[config.mk]
export PLATFORM = sky130hd
export DESIGN_NAME = lsu_ctrl
export DESIGN_NICKNAME = d
export VERILOG_FILES = /design/src/rtl/lsu_ctrl.sv
export SDC_FILE = /design/constraint.sdc
export NUM_CORES = 1
export LEC_CHECK = 0
export BUFFER_PORTS_ARGS = -buffer_cell sky130_fd_sc_hd__buf_2
export CORE_MARGIN = 2
export CORE_UTILIZATION = 46
export CTS_CLUSTER_SIZE = 12
export DETAILED_ROUTE_END_ITERATION = 7
export HOLD_SLACK_MARGIN = 0.02
export PLACE_DENSITY = 0.77
export SLEW_MARGIN = 15
export SYNTH_ARGS = -nofsm -noshare
export SYNTH_HDL_FRONTEND = slang
export SYNTH_SLANG_ARGS = --single-unit
[constraint.sdc]
create_clock -name clk -period 1.8 [get_ports clk]
set_clock_uncertainty 0.05 [all_clocks]
set_input_delay 0.09 -clock clk [delete_from_list [all_inputs] [get_ports clk]]
set_output_delay 0.09 -clock clk [all_outputs]
set_load 0.02 [all_outputs]
[src/rtl/lsu_ctrl.sv]
// Load/store unit controller: one outstanding request, IDLE -> ACCESS -> RESP.
// Handles byte-lane alignment for 64-bit memory words, store masking,
// and sign/zero extension of load data.
module lsu_ctrl (
  input  logic        clk,
  input  logic        rst_n,
  input  logic        in_valid,
  output logic        in_ready,
  input  logic [63:0] in_addr,
  input  logic [63:0] in_wdata,
  input  logic        in_is_load,
  input  logic        in_is_store,
  input  logic [1:0]  in_size,
  input  logic        in_unsigned,
  input  logic [4:0]  in_rd,
  output logic        out_valid,
  input  logic        out_ready,
  output logic [63:0] out_rdata,
  output logic [4:0]  out_rd,
  output logic        out_misalign,
  output logic [63:0] mem_addr,
  output logic        mem_ce,
  output logic        mem_we,
  output logic [63:0] mem_wdata,
  output logic [7:0]  mem_wmask,
  input  logic [63:0] mem_rdata
);

  localparam logic [1:0] IDLE   = 2'd0;
  localparam logic [1:0] ACCESS = 2'd1;
  localparam logic [1:0] RESP   = 2'd2;

  logic [1:0]  state;
  logic [63:0] r_addr;
  logic [63:0] r_wdata;
  logic        r_load;
  logic        r_store;
  logic [1:0]  r_size;
  logic        r_uns;

  logic        misalign_in;
  logic [2:0]  off;
  logic [7:0]  size_mask;
  logic [63:0] shifted;
  logic [63:0] load_ext;

  assign off = r_addr[2:0];

  // Alignment check on the incoming request
  always_comb begin
    misalign_in = 1'b0;
    case (in_size)
      2'd0: misalign_in = 1'b0;
      2'd1: misalign_in = in_addr[0];
      2'd2: misalign_in = |in_addr[1:0];
      default: misalign_in = |in_addr[2:0];
    endcase
  end

  // Byte-lane mask for the latched access size
  always_comb begin
    size_mask = 8'h00;
    case (r_size)
      2'd0: size_mask = 8'h01;
      2'd1: size_mask = 8'h03;
      2'd2: size_mask = 8'h0F;
      default: size_mask = 8'hFF;
    endcase
  end

  assign shifted = mem_rdata >> {off, 3'b000};

  // Extract and extend the addressed load field
  always_comb begin
    load_ext = '0;
    case (r_size)
      2'd0: load_ext = r_uns ? {56'd0, shifted[7:0]}  : {{56{shifted[7]}},  shifted[7:0]};
      2'd1: load_ext = r_uns ? {48'd0, shifted[15:0]} : {{48{shifted[15]}}, shifted[15:0]};
      2'd2: load_ext = r_uns ? {32'd0, shifted[31:0]} : {{32{shifted[31]}}, shifted[31:0]};
      default: load_ext = shifted;
    endcase
  end

  // Memory strobes are decoded from the state register, so an async reset drops them at once
  always_comb begin
    mem_addr  = {r_addr[63:3], 3'b000};
    mem_wdata = r_wdata << {off, 3'b000};
    mem_ce    = (state == ACCESS);
    mem_we    = (state == ACCESS) && r_store;
    mem_wmask = ((state == ACCESS) && r_store) ? (size_mask << off) : 8'h00;
    in_ready  = (state == IDLE);
    out_valid = (state == RESP);
  end

  // Request latch, FSM sequencing and response capture
  always_ff @(posedge clk or negedge rst_n) begin
    if (!rst_n) begin
      state        <= IDLE;
      r_addr       <= '0;
      r_wdata      <= '0;
      r_load       <= 1'b0;
      r_store      <= 1'b0;
      r_size       <= '0;
      r_uns        <= 1'b0;
      out_rdata    <= '0;
      out_rd       <= '0;
      out_misalign <= 1'b0;
    end else begin
      case (state)
        IDLE: begin
          if (in_valid) begin
            r_addr       <= in_addr;
            r_wdata      <= in_wdata;
            r_load       <= in_is_load;
            r_store      <= in_is_store;
            r_size       <= in_size;
            r_uns        <= in_unsigned;
            out_rd       <= in_rd;
            out_misalign <= misalign_in;
            out_rdata    <= '0;
            state        <= (!misalign_in && (in_is_load || in_is_store)) ? ACCESS : RESP;
          end
        end
        ACCESS: begin
          out_rdata <= r_load ? load_ext : '0;
          state     <= RESP;
        end
        RESP: begin
          if (out_ready) state <= IDLE;
        end
        default: state <= IDLE;
      endcase
    end
  end

endmodule

# --- Word-level counts from Yosys, hierarchy flattened ---
# Index checks and enable logic that the tools add are counted.
word_totals:
  mem_bits_ro: 0
  input_bits: 206
  n_memories: 0
  out_inout_bits: 210
  ram_bits: 0
  latchBits: 0
  regBits: 205
op_classes:
  multipliers: 0
  mux: 14
  n_bitwise: 0
  n_lt_le_gt_ge: 0
  reduce_logical: 13
  div_mod_pow: 0
  eq_ne: 8
  shift: 3
  addsub: 0
op_table:
  columns: ["operator", "n"]
  rows:
  - ["$mux W64", 5]
  - ["$pmux W64 S3", 1]
  - ["$pmux W64 S2", 1]
  - ["$shl A64 B6 Y64", 1]
  - ["$shr A64 B6 Y64", 1]
  - ["$pmux W8 S3", 1]
  - ["$mux W8", 1]
  - ["$shl A8 B3 Y8", 1]
  - ["$eq A2 B1 Y1 const B", 3]
  - ["$eq A2 B2 Y1 const B", 3]
  - ["$logic_not A2 Y1", 3]
  - ["$mux W2", 3]
  - ["$pmux W2 S3", 1]
  - ["$reduce_and A2 Y1", 3]
  - ["$pmux W1 S3", 1]
  - ["$reduce_or A3 Y1", 1]
  - ["$logic_and A1 B1 Y1", 2]
  - ["$ne A2 B1 Y1 const B", 1]
  - ["$ne A2 B2 Y1 const B", 1]
  - ["$reduce_bool A2 Y1", 1]
  - ["$reduce_or A2 Y1", 1]
  - ["$logic_not A1 Y1", 1]
  - ["$logic_or A1 B1 Y1", 1]

# --- Logic depth before layout (Yosys ltp) ---
# Gate-level depths: netlist of run 1.
depth:
  word_depth: 7
  mapped_depth: 9
  mapped_depth_nobuf: 6

# --- Worst setup path before layout of run 1 ---
# Ideal clock, no wire load.
synth_timing:
  path_type: "register to output"
  startpoint: "register state[0]"
  endpoint: "output port mem_wmask[5]"
  path_buffers: 0
  arrival_ps: 2020
  setup_slack_ps: -360
  required_ps: 1660
  stages_incl_launch_ff: 7
  cell_sequence: "dfrtp_1 -> nor2b_1 -> nand2_1 -> inv_1 -> o21ai_0 -> a21oi_1 -> a21boi_0"
synth_via:
  elab_chain_len: 3
synth_rtl:
  columns: ["item", "line", "text"]
  rows:
  - ["start, declared", "33", "logic [1:0] state;"]
  - ["start signal, assigned", "121", "state <= (!misalign_in && (in_is_load || in_is_store)) ? ACCESS : RESP;"]
  - ["$eq A2 B1 Y1", null, null]
  - ["named net mem_ce", "22", "output logic mem_ce,"]
  - ["$logic_and A1 B1 Y1", "90", "mem_wmask = ((state == ACCESS) && r_store) ? (size_mask << off) : 8'h00;"]
  - ["named net mem_we", "23", "output logic mem_we,"]
  - ["$mux W8", "90", null]
  - ["end, declared", "25", "output logic [7:0] mem_wmask,"]
# The timed path passes the listed nets, and every way through them passes these cells.

# --- Worst setup path after layout of run 1 ---
layout_timing:
  startpoint: "register r_addr[0]"
  endpoint: "output port mem_wdata[50]"
layout_via:
  elab_chain_len: 1
layout_rtl:
  columns: ["item", "line", "text"]
  rows:
  - ["start, declared", "34", "logic [63:0] r_addr;"]
  - ["start signal, assigned", "112", "r_addr <= in_addr;"]
  - ["$shl A64 B6 Y64", "87", "mem_wdata = r_wdata << {off, 3'b000};"]
  - ["end, declared", "24", "output logic [63:0] mem_wdata,"]
# No other way between the ends.

==> metrics.md, run 1 <==
| Metric | Value |
|---|---|
| Dominant cells by area after synthesis | `sky130_fd_sc_hd__dfrtp_1, sky130_fd_sc_hd__nand2_1, sky130_fd_sc_hd__mux4_2, sky130_fd_sc_hd__mux2i_1, sky130_fd_sc_hd__buf_4` |
| Half-perimeter wire length after detailed placement | `31300 µm` |
| Synth warnings | `0` |
| Net count reported at finish | `2141` |
| Number of enable-type register cells in the synthesized netlist | `0` |
| Largest net degree at the start of global routing | `111` |
| Post-placement setup slack | `-0.472 ns` |
| Largest fanout of any net on the critical path | `5` |
| Outcome | `complete, but fails checks` |
| Average wire per standard cell | `25.5 µm` |
| Buffers on Ports | `412` |
| R2r worst-path depth | `8` |
| Fraction of layout cells with a size suffix above 1 | `41.3%` |
| Wire length of the first global-routing pass | `77700 µm` |
| Class of the tightest hold or removal check | `in2reg` |
| Launching element type of the critical path | `register` |
| Worst hold slack | `0.0704 ns` |
| Total number of placement rows | `58` |
| Post-detailed-route via-to-cell ratio | `6.24` |
| Cell taking the most area after synthesis | `sky130_fd_sc_hd__dfrtp_1` |
| Number of levels the H-tree was split into | `1` |
| Count of vias placed by the detailed router | `14300` |
| Layout area overhead | `57.2%` |
| Pleak | `9.32 nW` |
| Number of sinks driven by the clock tree | `205` |
| Remaining design rule violation count | `0` |
| Kind of end point of the critical path | `output pin` |
| Weighted congestion at the end of routability-driven global placement | `0.899` |
| R2r endpoint | `out_rdata[32]$_DFFE_PN0P_` |
| Leftover overflow at the end of global routing | `0` |
| Area enclosed by the die boundary | `0.0272 mm²` |
| Maximum single-stage delay on the critical path | `0.50 ns` |
| Area fraction of the dominant cell type after synthesis | `43.0%` |
| Total power of the final layout | `0.0294 W` |
| Total Wirelength | `58300 µm` |
| Library cells used by synthesis | `52` |
| Root buffer cell | `sky130_fd_sc_hd__clkbuf_16` |
| Number of hold violations in the final report | `0` |
| Most used flip-flop cell after synthesis | `sky130_fd_sc_hd__dfrtp_1` |
| Count of filler cells inserted in the layout | `1577` |
| Number of primary I/O pins | `416` |
| Core Util, Final | `74.0%` |
| Highest attainable clock frequency | `400 MHz` |
| Proportion of synthesized chip area in sequential cells | `43.0%` |
| Cell with the largest stage delay on the worst path | `sky130_fd_sc_hd__dfrtp_4` |
| Startpoint of the tightest hold check path | `mem_rdata[4]` |
| Post-Syn Instances | `1369` |
| Register Area | `0.00514 mm²` |
| Hold worst-path end | `out_rdata[4]$_DFFE_PN0P_` |
| Violations in the final reports | `negative setup slack` |
| Starting DRT DRC Count | `1980` |
| #FFs+latches synth | `205` |
| Reported max-cap violation count | `0` |
| Tmin final | `2.50 ns` |
| Synthesized area divided by synthesized cell count | `8.71 µm²` |
| Horizontal die dimension | `165 µm` |
| Initial standard-cell utilization of the core | `47.1%` |
| Post-synthesis async set-or-reset flop share | `100%` |
| Startpoint of the worst-slack reg-to-reg timing path | `r_addr[0]$_DFFE_PN0P_` |
| Cell seen most often among critical-path stages | `sky130_fd_sc_hd__buf_6` |
| Most frequent cells after synthesis | `sky130_fd_sc_hd__nand2_1, sky130_fd_sc_hd__dfrtp_1, sky130_fd_sc_hd__a21oi_1` |
| Largest voltage drop on the vdd net | `1180 µV` |
| Post-CTS clock slew at the launch and capture registers of the worst setup and hold paths | `0.06 ns` |
| Number of placed cells counting well taps | `2039` |
| Worst hold stages | `4` |
| Area occupied by multi-input gates | `0.00662 mm²` |
| Synthesized area | `0.0119 mm²` |
| Core ar. | `0.0253 mm²` |
| Power density over cell area | `1570 mW/mm²` |
| Required time of the worst setup path | `1.66 ns` |
| Pins over their slew limit | `0` |
| Worst rel slew slack | `62.0%` |
| Final Worst Setup Slack | `-0.701 ns` |
| Worst endpoint data arrival time | `2.36 ns` |
| Slew at the pin closest to its max-slew limit | `0.571 ns` |
| Vertical die dimension | `165 µm` |
| Cell Count, Final, Fillers Out | `2285` |
| Number of buffers on the longest clock path | `3` |
| Cells along the critical path | `buf_6 -> buf_16 -> buf_6 -> mux2i_2 -> nor2_1 -> a21oi_2 -> o21ai_1 -> buf_4` |
| Worst-Skew Late Latency | `0.52 ns` |
| Via count of the first global-routing pass | `13900` |
| Unrepaired setup endpoints after global routing | `true` |
| Cell with the most instances after synthesis | `sky130_fd_sc_hd__nand2_1` |
| Global routing usage summed across all routing layers | `37.5%` |
| CTS tree | `done` |
| Final count of negative-setup-slack endpoints | `135` |
| Part of the cycle the worst path needs | `139%` |
| Setup slack of the most critical reg-to-reg path | `-0.59 ns` |
| DR pass1 iterations | `8` |
| Initial antenna violation count | `4` |
| Number of CTS-inserted buffers | `24` |
| Crit Path Class | `reg2out` |
| Count of antenna-violating nets left after detailed routing | `0` |
[power breakdown]
part	internal, W	switching [W]	leakage [nW]	total [W]
logic	0.00750	0.00971	6.31	0.0172
clock network	0.00300	0.00209	0.386	0.00509
registers	0.00576	0.00131	2.62	0.00707
[how the worst max path moves through the flow]
stage,from,end
finish,r_addr[0]$_DFFE_PN0P_,mem_wdata[50]
global placement,r_addr[0]$_DFFE_PN0P_,out_rdata[17]$_DFFE_PN0P_
CTS,r_addr[0]$_DFFE_PN0P_,mem_wdata[59]
detailed placement,r_addr[0]$_DFFE_PN0P_,out_rdata[25]$_DFFE_PN0P_
global route,r_addr[0]$_DFFE_PN0P_,mem_wdata[50]
floorplan,r_addr[0]$_DFFE_PN0P_,out_rdata[39]$_DFFE_PN0P_
[worst max-delay path, delay by kind of cell (launching register included)]
kind,cells,cell delay (ns)
and+or+nand+nor,1,0.11
muxes,1,0.28
AOI/OAI and AO/OA,2,0.33
DFF,1,0.50
buffers and inverters,4,0.61
[flip-flops by register name, summed over array words and instances, names as in the netlist]
signal / count
out_misalign: 1
out_rd: 5
out_rdata: 64
r_addr: 64
r_load: 1
r_size: 2
r_store: 1
r_uns: 1
r_wdata: 64
state: 2
[cell type report]
class | count | area share [%]
antenna | 3 | 0.0401
timing repair buffer | 706 | 30.6
inverter | 6 | 0.140
tap | 330 | 2.20
sequential | 205 | 27.4
multi-input combinational | 992 | 35.3
clock buffer | 36 | 3.77
clock inverter | 7 | 0.501
[stage by stage]
step	area, µm²	TNS [ns]
after floorplan	12100	-3.34
after global placement	14500	-23.89
after detailed placement	14500	-25.92
after CTS	17900	-54.25
after global routing	18700	-65.51
final	18700	-59.65
[timing repair]
action                                  CTS  global route
gates cloned                              8             7
endpoints found under the setup margin  134           145
endpoints found under the hold margin   359             0
pin swaps                                14            15
hold buffers                            152             0
resized for setup                       191           146
setup buffers                            18            17
[layout by cell type (no fill, tap or decap), types with 35 or more instances in the layout]
master | netlist | routed
sky130_fd_sc_hd__buf_4 | 69 | 94
sky130_fd_sc_hd__buf_2 | 15 | 349
sky130_fd_sc_hd__nand2_1 | 507 | 504
sky130_fd_sc_hd__mux2i_1 | 55 | 35
sky130_fd_sc_hd__dfrtp_1 | 205 | 202
sky130_fd_sc_hd__o21ai_0 | 60 | 39
sky130_fd_sc_hd__dlygate4sd3_1 | 0 | 151
sky130_fd_sc_hd__mux4_2 | 39 | 39
sky130_fd_sc_hd__buf_6 | 5 | 68
sky130_fd_sc_hd__a21oi_1 | 72 | 48
[metal layers]
| metal | GRT usage (%) | up-vias | wire [µm] |
|---|---|---|---|
| met5 | 0 | - | 13 |
| met1 | 42.0 | 6622 | 18200 |
| met3 | 8.56 | 485 | 6910 |
| met4 | 25.7 | 2 | 6090 |
| met2 | 63.6 | 1448 | 27100 |
| li1 | - | 5710 | - |
[kinds of logic after synthesis]
kind of cell / share of synthesized area [%]
flops: 43.0
buf+inv: 8.13
simple gates: 20.7
mux: 15.2
other cells: 0.0315
compound gates: 13.0
Power figures use the tool's default switching activity.
==> inputs of run 2 (changes only) <==
GPL_ROUTABILITY_DRIVEN = 0   (was unset)
SLEW_MARGIN = 20   (was 15)
TNS_END_PERCENT = 10   (was unset)
==> metrics.md, run 2 (synthesis results as in run 1) <==
| Metric | Value |
|---|---|
| Initial antenna violation count | `3 (-1)` |
| Number of primary I/O pins | `416 (unchanged)` |
| Total number of placement rows | `58 (unchanged)` |
| Power density over cell area | `1560 mW/mm² (-0.21%)` |
| Final Worst Setup Slack | `-0.679 ns (+0.0218 ns)` |
| Outcome | `complete, but fails checks` |
| Most common library cell in the layout ignoring fill and taps | `sky130_fd_sc_hd__nand2_1` |
| Horizontal die dimension | `165 µm (unchanged)` |
| Net count reported at finish | `2104 (-1.7%)` |
| Maximum single-stage delay on the critical path | `0.51 ns (about the same)` |
| R2r endpoint | `out_rdata[57]$_DFFE_PN0P_` |
| Largest fanout of any net on the critical path | `7 (+2)` |
| Half-perimeter wire length after detailed placement | `31800 µm (+1.7%)` |
| Count of vias placed by the detailed router | `14000 (-1.7%)` |
| Pins over their slew limit | `0 (unchanged)` |
| Area enclosed by the die boundary | `0.0272 mm² (unchanged)` |
| Setup slack of the most critical reg-to-reg path | `-0.60 ns (about the same)` |
| Routing layer with the top usage in global route | `met2` |
| Total power of the final layout | `0.0278 W (-5.4%)` |
| Met1 routing resource usage after global routing | `40.9% (-1.1 points)` |
| Startpoint of the worst-slack reg-to-reg timing path | `r_addr[0]$_DFFE_PN0P_` |
| Most used cells in the layout excluding fill and tap cells | `sky130_fd_sc_hd__nand2_1, sky130_fd_sc_hd__buf_2, sky130_fd_sc_hd__dfrtp_1` |
| Placed inst area | `0.0145 mm² (-0.34%)` |
| Remaining design rule violation count | `0 (unchanged)` |
| Cells along the critical path | `buf_12 -> buf_16 -> mux2_4 -> nor2_1 -> a21oi_1 -> mux2_2 -> buf_4` |
| Layout area overhead | `49.0%` |
| Tmin final | `2.48 ns (-0.0218 ns)` |
| Class of the tightest hold or removal check | `in2async` |
| Fraction of layout cells with a size suffix above 1 | `38.7% (-2.6 points)` |
| Met2 Track Usage GR | `63.5% (-0.076 points)` |
| Leftover overflow at the end of global routing | `0 (unchanged)` |
| Root buffer cell | `sky130_fd_sc_hd__clkbuf_16` |
| CTS tree | `done` |
| Starting DRT DRC Count | `2142 (+8.2%)` |
| Slew at the pin closest to its max-slew limit | `0.537 ns (-0.0333 ns)` |
| DR pass1 iterations | `6 (-2)` |
| Post-CTS clock slew at the launch and capture registers of the worst setup and hold paths | `0.07 ns (about the same)` |
| Final count of negative-setup-slack endpoints | `135 (unchanged)` |
| First element of the critical path | `r_addr[0]$_DFFE_PN0P_` |
| Largest net degree at the start of global routing | `108 (-2.7%)` |
| Part of the cycle the worst path needs | `138% (-1.2 points)` |
| Violations in the final reports | `negative setup slack` |
| Worst rel slew slack | `64.2% (+2.2 points)` |
| Pleak | `8.99 nW (-3.6%)` |
| Cell with the largest stage delay on the worst path | `sky130_fd_sc_hd__dfrtp_4` |
| Average wire per standard cell | `24.7 µm (-3.3%)` |
| Launching element type of the critical path | `register` |
| Number of CTS-inserted buffers | `24 (unchanged)` |
| Largest voltage drop on the vdd net | `1170 µV (-0.50%)` |
| Initial standard-cell utilization of the core | `47.1% (unchanged)` |
| Required time of the worst setup path | `1.66 ns (about the same)` |
| Worst endpoint data arrival time | `2.34 ns (-0.02 ns)` |
| Post-detailed-route via-to-cell ratio | `6.25 (about the same)` |
| Core ar. | `0.0253 mm² (unchanged)` |
| Total Wirelength | `55400 µm (-5.0%)` |
| Number of buffers on the longest clock path | `3 (unchanged)` |
| R2r worst-path depth | `9 (+1)` |
| Cell area after layout | `0.0178 mm² (-5.2%)` |
| Count of antenna-violating nets left after detailed routing | `0 (unchanged)` |
| Global routing usage summed across all routing layers | `37.9% (+0.45 points)` |
| Number of levels the H-tree was split into | `1 (unchanged)` |
| Number of hold violations in the final report | `0 (unchanged)` |
| Vertical die dimension | `165 µm (unchanged)` |
| Reported max-cap violation count | `0 (unchanged)` |
| Unrepaired setup endpoints after global routing | `true` |
| Number of sinks driven by the clock tree | `205 (unchanged)` |
| Wire length of the first global-routing pass | `78600 µm (+1.1%)` |
| Largest registers ranked by flip-flop count | `out_rdata: 64 flops, r_addr: 64 flops, r_wdata: 64 flops` |
| Highest attainable clock frequency | `403 MHz (+0.88%)` |
| Worst-Skew Late Latency | `0.53 ns (about the same)` |
| Buffers on Ports | `412 (unchanged)` |
| Kind of end point of the critical path | `output pin` |
| Via count of the first global-routing pass | `14000 (+0.97%)` |
| Crit Path Class | `reg2out` |
| Met3 global-route usage | `10.0% (+1.5 points)` |
run 2: cell count changes in the layout (fill, tap and decap cells not counted), moves of 8 or more:
cell                      delta
sky130_fd_sc_hd__buf_2      +12
sky130_fd_sc_hd__buf_6      -34
sky130_fd_sc_hd__mux2i_4     -8
sky130_fd_sc_hd__nor2_1     +12
sky130_fd_sc_hd__nor2_4     -14
run 2: worst max-delay path: cells and delay by family (launching register included):
kind | cells | cell delay, ns
AOI/OAI and AO/OA | 1 | 0.08
and+or+nand+nor | 1 | 0.10
buffers and inverters | 3 | 0.49
DFF | 1 | 0.51
muxes | 2 | 0.62
run 2: how the worst max path moves through the flow:
stage	slack, ns	depth (start not counted)	endpoint
2_1_floorplan	-0.13	8	mem_wdata[40]
3_3_place_gp	-0.44	5	out_rdata[22]$_DFFE_PN0P_
3_5_place_dp	-0.53	5	out_rdata[22]$_DFFE_PN0P_
4_1_cts	-0.59	7	mem_wdata[58]
5_1_grt	-0.69	7	mem_wdata[56]
6_report	-0.68	7	mem_wdata[63]
run 2: routing by layer:
| metal | up-vias | wire length (µm) |
|---|---|---|
| met1 | 6527 | 17300 |
| met5 | - | 13 |
| met4 | 2 | 5180 |
| li1 | 5628 | - |
| met3 | 424 | 6870 |
| met2 | 1447 | 26100 |
run 2: stage by stage:
stage | util [%] | setup WS (ns) | hold slack [ns] | setup TNS (ns) | instances
2_1_floorplan | - | -0.132 | -0.256 | -11.06 | 1371
3_5_place_dp | 57.2 | -0.528 | 0.0181 | -30.52 | 2039
5_1_grt | 70.1 | -0.694 | 0.0689 | -69.92 | 2245
4_1_cts | 69.3 | -0.590 | 0.0460 | -58.44 | 2243
3_3_place_gp | 57.2 | -0.442 | 0.00406 | -25.78 | 2039
6_report | 70.1 | -0.679 | 0.0519 | -62.81 | 2245
run 2: final cells by class:
class | count | area, µm²
antenna | 2 | 5.00
clock buffer | 31 | 688
clock inverter | 10 | 178
fill | 1677 | 7560
inverter | 6 | 30.0
multi-input combinational | 992 | 6270
sequential | 205 | 5140
tap | 330 | 413
timing repair buffer | 669 | 5040
run 2: timing repair:
action,CTS,global route
buffers inserted,11,0
endpoints found under the setup margin,135,137
gates resized for setup,158,64
pin swaps,15,6
endpoints found under the hold margin,357,0
hold buffers,148,0
cloned,4,1
run 2: power breakdown:
part / total, W / switching [W] / internal, W / leakage [nW]
Clock: 0.00551 / 0.00212 / 0.00339 / 0.426
Sequential: 0.00701 / 0.00125 / 0.00576 / 2.62
Combinational: 0.0153 / 0.00895 / 0.00631 / 5.94
